`config.mk`:
```
export PLATFORM = sky130hd
export DESIGN_NAME = issue_ctrl
export DESIGN_NICKNAME = d
export VERILOG_FILES = /design/src/rtl/issue_ctrl_pkg.sv /design/src/rtl/issue_opdec.sv /design/src/rtl/issue_ctrl.sv
export SDC_FILE = /design/constraint.sdc
export NUM_CORES = 1
export LEC_CHECK = 0
export ABC_AREA = 1
export CAP_MARGIN = 20
export CELL_PAD_IN_SITES_DETAIL_PLACEMENT = 1
export CELL_PAD_IN_SITES_GLOBAL_PLACEMENT = 2
export CORE_ASPECT_RATIO = 0.6
export CORE_UTILIZATION = 36
export DETAILED_ROUTE_END_ITERATION = 10
export DONT_BUFFER_PORTS = 1
export GPL_TIMING_DRIVEN = 0
export PLACE_DENSITY = 0.86
export RECOVER_POWER = 25
export SYNTH_ARGS = -nofsm -noshare
export SYNTH_HDL_FRONTEND = slang
export SYNTH_SLANG_ARGS = --single-unit
```
`constraint.sdc`:
```
create_clock -name i_clk -period 3.4 [get_ports i_clk]
set_clock_uncertainty 0.1 [all_clocks]
set_input_delay 0.34 -clock i_clk [delete_from_list [all_inputs] [get_ports i_clk]]
set_output_delay 0.34 -clock i_clk [all_outputs]
set_load 0.1 [all_outputs]
```
`src/rtl/issue_ctrl_pkg.sv`:
```
// Shared opcode constants and controller state encoding for issue_ctrl.
// Latency: none (declarations only).
// Backpressure: n/a.
package issue_ctrl_pkg;

    localparam logic [6:0] OP_LUI    = 7'b0110111;
    localparam logic [6:0] OP_AUIPC  = 7'b0010111;
    localparam logic [6:0] OP_JAL    = 7'b1101111;
    localparam logic [6:0] OP_JALR   = 7'b1100111;
    localparam logic [6:0] OP_BRANCH = 7'b1100011;
    localparam logic [6:0] OP_LOAD   = 7'b0000011;
    localparam logic [6:0] OP_STORE  = 7'b0100011;
    localparam logic [6:0] OP_IMM    = 7'b0010011;
    localparam logic [6:0] OP_OP     = 7'b0110011;
    localparam logic [6:0] OP_SYSTEM = 7'b1110011;

    typedef enum logic [1:0] {
        ST_RUN    = 2'd0,
        ST_DRAIN  = 2'd1,
        ST_SERIAL = 2'd2
    } state_e;

endpackage

```
`src/rtl/issue_opdec.sv`:
```
// Maps a decoded opcode to the register operands it reads and writes.
// Latency: combinational.
// Backpressure: none; pure decode.
module issue_opdec
    import issue_ctrl_pkg::*;
(
    input  logic [6:0] i_opcode,
    output logic       o_uses_rs1,
    output logic       o_uses_rs2,
    output logic       o_writes_rd
);

    always_comb begin
        o_uses_rs1  = 1'b0;
        o_uses_rs2  = 1'b0;
        o_writes_rd = 1'b0;
        case (i_opcode)
            OP_LUI, OP_AUIPC, OP_JAL: o_writes_rd = 1'b1;
            OP_JALR, OP_LOAD, OP_IMM, OP_SYSTEM: begin
                o_uses_rs1  = 1'b1;
                o_writes_rd = 1'b1;
            end
            OP_BRANCH, OP_STORE: begin
                o_uses_rs1 = 1'b1;
                o_uses_rs2 = 1'b1;
            end
            OP_OP: begin
                o_uses_rs1  = 1'b1;
                o_uses_rs2  = 1'b1;
                o_writes_rd = 1'b1;
            end
            default: ;
        endcase
    end

endmodule

```
`src/rtl/issue_ctrl.sv`:
```
// Scoreboard issue controller: RAW/WAW stall, SYSTEM serialization behind a drained pipe.
// Latency: zero-cycle issue; scoreboard/state update at the next edge.
// Backpressure: o_stall holds decode; ISSUE_WB_BYPASS_EN lets same-cycle writeback hide hazards.
module issue_ctrl
    import issue_ctrl_pkg::*;
(
    input  logic       i_clk,
    input  logic       rst_n,
    input  logic       i_dec_valid,
    input  logic [6:0] i_opcode,
    input  logic [4:0] i_rs1_addr,
    input  logic [4:0] i_rs2_addr,
    input  logic [4:0] i_rd_addr,
    input  logic       i_wb_valid,
    input  logic [4:0] i_wb_rd_addr,
    input  logic       i_redirect,
    input  logic       i_sys_done,
    output logic       o_issue,
    output logic       o_stall,
    output logic       o_flush,
    output logic       o_sb_empty,
    output logic       o_serial
);

    logic [31:0] sb_q, sb_d;
    state_e      state_q, state_d;
    logic        uses_rs1, uses_rs2, writes_rd;
    logic [31:0] wb_clr, rd_set, sb_eff;
    logic        is_sys, hazard, issue;

    issue_opdec u_opdec (
        .i_opcode    (i_opcode),
        .o_uses_rs1  (uses_rs1),
        .o_uses_rs2  (uses_rs2),
        .o_writes_rd (writes_rd)
    );

    assign wb_clr = (i_wb_valid && (i_wb_rd_addr != 5'd0)) ? (32'd1 << i_wb_rd_addr) : 32'd0;

`ifdef ISSUE_WB_BYPASS_EN
    // A register retiring this cycle is already readable through the regfile.
    assign sb_eff = sb_q & ~wb_clr;
`else
    assign sb_eff = sb_q;
`endif

    assign is_sys = (i_opcode == OP_SYSTEM);
    assign hazard = (uses_rs1  && (i_rs1_addr != 5'd0) && sb_eff[i_rs1_addr]) ||
                    (uses_rs2  && (i_rs2_addr != 5'd0) && sb_eff[i_rs2_addr]) ||
                    (writes_rd && (i_rd_addr  != 5'd0) && sb_eff[i_rd_addr]);

    always_comb begin
        state_d = state_q;
        issue   = 1'b0;
        case (state_q)
            ST_RUN: begin
                if (i_dec_valid && !i_redirect) begin
                    if (is_sys)       state_d = ST_DRAIN;
                    else if (!hazard) issue   = 1'b1;
                end
            end
            ST_DRAIN: begin
                if (i_redirect) begin
                    state_d = ST_RUN;
                end else if (i_dec_valid && is_sys && (sb_eff == 32'd0)) begin
                    issue   = 1'b1;
                    state_d = ST_SERIAL;
                end
            end
            ST_SERIAL: begin
                if (i_sys_done) state_d = ST_RUN;
            end
            default: state_d = ST_RUN;
        endcase
    end

    // Set after clear so an issue and a writeback to the same register leave it pending.
    assign rd_set = (issue && writes_rd && (i_rd_addr != 5'd0)) ? (32'd1 << i_rd_addr) : 32'd0;
    assign sb_d   = (sb_q & ~wb_clr) | rd_set;

    always_ff @(posedge i_clk or negedge rst_n) begin
        if (!rst_n) begin
            sb_q    <= 32'd0;
            state_q <= ST_RUN;
        end else begin
            sb_q    <= sb_d;
            state_q <= state_d;
        end
    end

    assign o_issue    = issue & rst_n;
    assign o_stall    = i_dec_valid & ~issue & ~i_redirect & rst_n;
    assign o_flush    = i_redirect & rst_n;
    assign o_sb_empty = (sb_q == 32'd0);
    assign o_serial   = (state_q != ST_RUN);

endmodule

```
==> results.json <==
{
  "status": "complete, but fails checks",
  "violations": "capacitance limit, slew limit",
  "ant_nets": 0,
  "diodes": 0,
  "syn_area_um2": 3140,
  "critPathLaunchType": "register",
  "die_x_um": 123,
  "power_mw": 1.35,
  "fin_nets": 585,
  "hpwlAfterDp_um": 10700,
  "grt_pass1_wl_um": 21600,
  "powerDensity_nw_per_um2": 389,
  "maxCapViolCount": 1,
  "place_inst": 651,
  "cts_tree": "done",
  "grt_max_degree": 35,
  "fp.dieH_um": 74.4,
  "regArea_um2": 851,
  "synth_top_cell_by_area": "dfrtp_1",
  "stdcell_count": 660,
  "hold_ws_ns": 0.117,
  "syn2layout_area_growth_pct": 10.7,
  "vias_per_cell": 5.90,
  "r2r_slack_ns": 0.68,
  "port_buffers": 0,
  "clock_path_buffers": 2,
  "clk_latency_ns": 0.27,
  "antenna_found_initial": 0,
  "final.fill_count": 1164,
  "cp-end-kind": "output port",
  "finalSetupTns_ns": 0,
  "finalHoldViolCount": 0,
  "min_to": "sb_eff[4]$_DFF_PN0_",
  "fmax_mhz": 312,
  "rsz0062_at_grt": "no",
  "ys_warn_count": 0,
  "drc": 0,
  "firstDrtPassIters": 4,
  "start_util_pct": 38.5,
  "r2r-end": "sb_eff[3]$_DFF_PN0_",
  "vias": 3891,
  "cts_setup_buffers": 0,
  "total_leakage_power_nw": 1.72,
  "synthCells": 541,
  "gp_congestion": 0.965,
  "hold_path.class": "input port to register",
  "path_class": "register to output port",
  "grt_pass1_vias": 3939,
  "synth.distinct_cells": 22,
  "multiInputGateArea_um2": 1930,
  "clk_pin_slew_ns": 0.05,
  "relSlewSlack_pct": -28.8,
  "min_from": "i_wb_rd_addr[3]",
  "clkSinkCount": 34,
  "io_pins": 38,
  "drt_iter0_markers": 328,
  "min_period_over_period_pct": 94.4,
  "tightest_slew_ns": 1.93,
  "irDropWorstVdd_v": 0.000251,
  "path_max_fanout": 6,
  "cts_made_buffers": 5,
  "routedWlPerCell_um": 20.9,
  "drive_above_1_share_pct": 6.16,
  "die-area_um2": 9120,
  "grt-ovfl-total": 0,
  "drv_slew": 35,
  "netlist.area_leader.share_pct": 27.1,
  "placementRows": 25,
  "grt_usage_pct": 32.3,
  "worstPathArrival_ns": 2.77,
  "cts_max_level": 2,
  "worstReg2RegStart": "sb_eff[6]$_DFF_PN0_",
  "wirelength_um": 13800,
  "fin_crit_ns": 3.21,
  "design.core.area_um2": 8160,
  "min_path_cells": 2,
  "reg2reg_depth": 13,
  "syn_area_per_cell_um2": 5.81,
  "synth_seq_cells": 34,
  "cts-root-buf": "clkbuf_16",
  "synth_seq_area_share_pct": 27.1,
  "setup_viol": 0,
  "synth_nets": 574,
  "synth_area_leaders": "dfrtp_1 27%, nand3_1 21%, nand2_1 18%, nor2_1 7.5%, inv_1 6.3%",
  "cp.required_ns": 2.96
}
[layout make-up]
class | instances | share of cell area, %
well taps | 108 | 3.88
plain buffers | 30 | 4.39
repair buffers | 4 | 1.51
clock buffers | 7 | 3.81
multi-input cells | 417 | 55.5
inverters | 60 | 6.47
flip-flops and latches | 34 | 24.5
[logic make-up (layout without fill, tap and decap cells)]
group                  Yosys count  count (layout)  share of synthesized area [%]
DFF                             34              34                           27.1
and+or+nand+nor                372             372                           51.2
buffers and inverters           90             101                           11.9
AOI/OAI and AO/OA               45              45                           9.87
[cells in the mapped netlist (all sizes together)]
cell    instances
a21oi           4
and2            1
buf            17
clkbuf         13
clkinv          2
dfrtp          34
inv            58
nand2         153
nand3         132
nand4           3
nor2           64
nor3           11
nor4            8
o21ai          14
o21bai          2
o31ai          14
o41ai          11
[flip-flops by register name, indices dropped and copies added (netlist names)]
register,cells
sb_eff,32
state_q,2
[power breakdown]
part	internal (mW)	switching, mW
clock network	0.267	0.153
logic	0.137	0.347
registers	0.422	0.0278
total	0.827	0.527
[worst max-delay path, cell delays in order (launching register included)]
cell and delay [ns]:
dfrtp_1 0.51, inv_1 0.14, nand3_1 0.10, nor3_1 0.21
nand3_1 0.16, nor2_2 0.20, buf_16 0.20, buf_6 0.12
nand3_1 0.08, nor2_1 0.10, o21bai_2 0.23, and2_4 0.43
[cell usage in the layout (no fill, tap or decap)]
cell and count:
o21ai_0 13, nor3_1 11, nor2_4 1, and2_4 1, nand3_1 132, nand4_1 3, buf_6 2, nor2_1 61
o21ai_1 1, o21bai_2 1, buf_2 11, o21bai_1 1, dfrtp_1 34, clkbuf_1 16, nor4_1 8, buf_16 1
buf_4 5, inv_2 5, a21oi_1 4, dlygate4sd3_1 1, clkbuf_16 5, nand2_1 153, o31ai_1 14, clkinv_1 2
inv_1 53, nor2_2 2, o41ai_1 11
[stage by stage]
stage / utilization (%) / setup slack (ns) / area, um2
floorplan: - / 0.107 / 3150
global route: 42.6 / 0.0125 / 3480
CTS: 42.8 / 0.0685 / 3490
global placement: 40.2 / -0.449 / 3280
detailed placement: 40.7 / 0.105 / 3320
finish: 42.6 / 0.190 / 3480
[how the worst max path moves through the flow]
stage	startpoint	cells past startpoint	to	slack, ns
after detailed placement	sb_eff[6]$_DFF_PN0_	11	o_issue	0.10
after floorplan	sb_eff[14]$_DFF_PN0_	7	o_issue	0.11
after global placement	sb_eff[8]$_DFF_PN0_	9	o_issue	-0.45
final	sb_eff[6]$_DFF_PN0_	11	o_issue	0.19
after CTS	sb_eff[6]$_DFF_PN0_	11	o_issue	0.07
after global routing	sb_eff[6]$_DFF_PN0_	11	o_issue	0.01
[repair_timing]
item,4_1_cts,5_1_grt
hold buffers,2,0
endpoints found under the setup margin,2,1
gates cloned,0,0
hold endpoints to repair,34,0
resized for setup,2,2
[metal layers]
metal	global-route usage [%]	vias to the layer above	wire, um
met5	0	-	0
met4	8.67	0	302
met3	7.82	22	1440
met2	47.0	167	5560
met1	47.4	1887	6490
li1	-	1815	-
No activity file was read; power rests on OpenSTA's default activity.
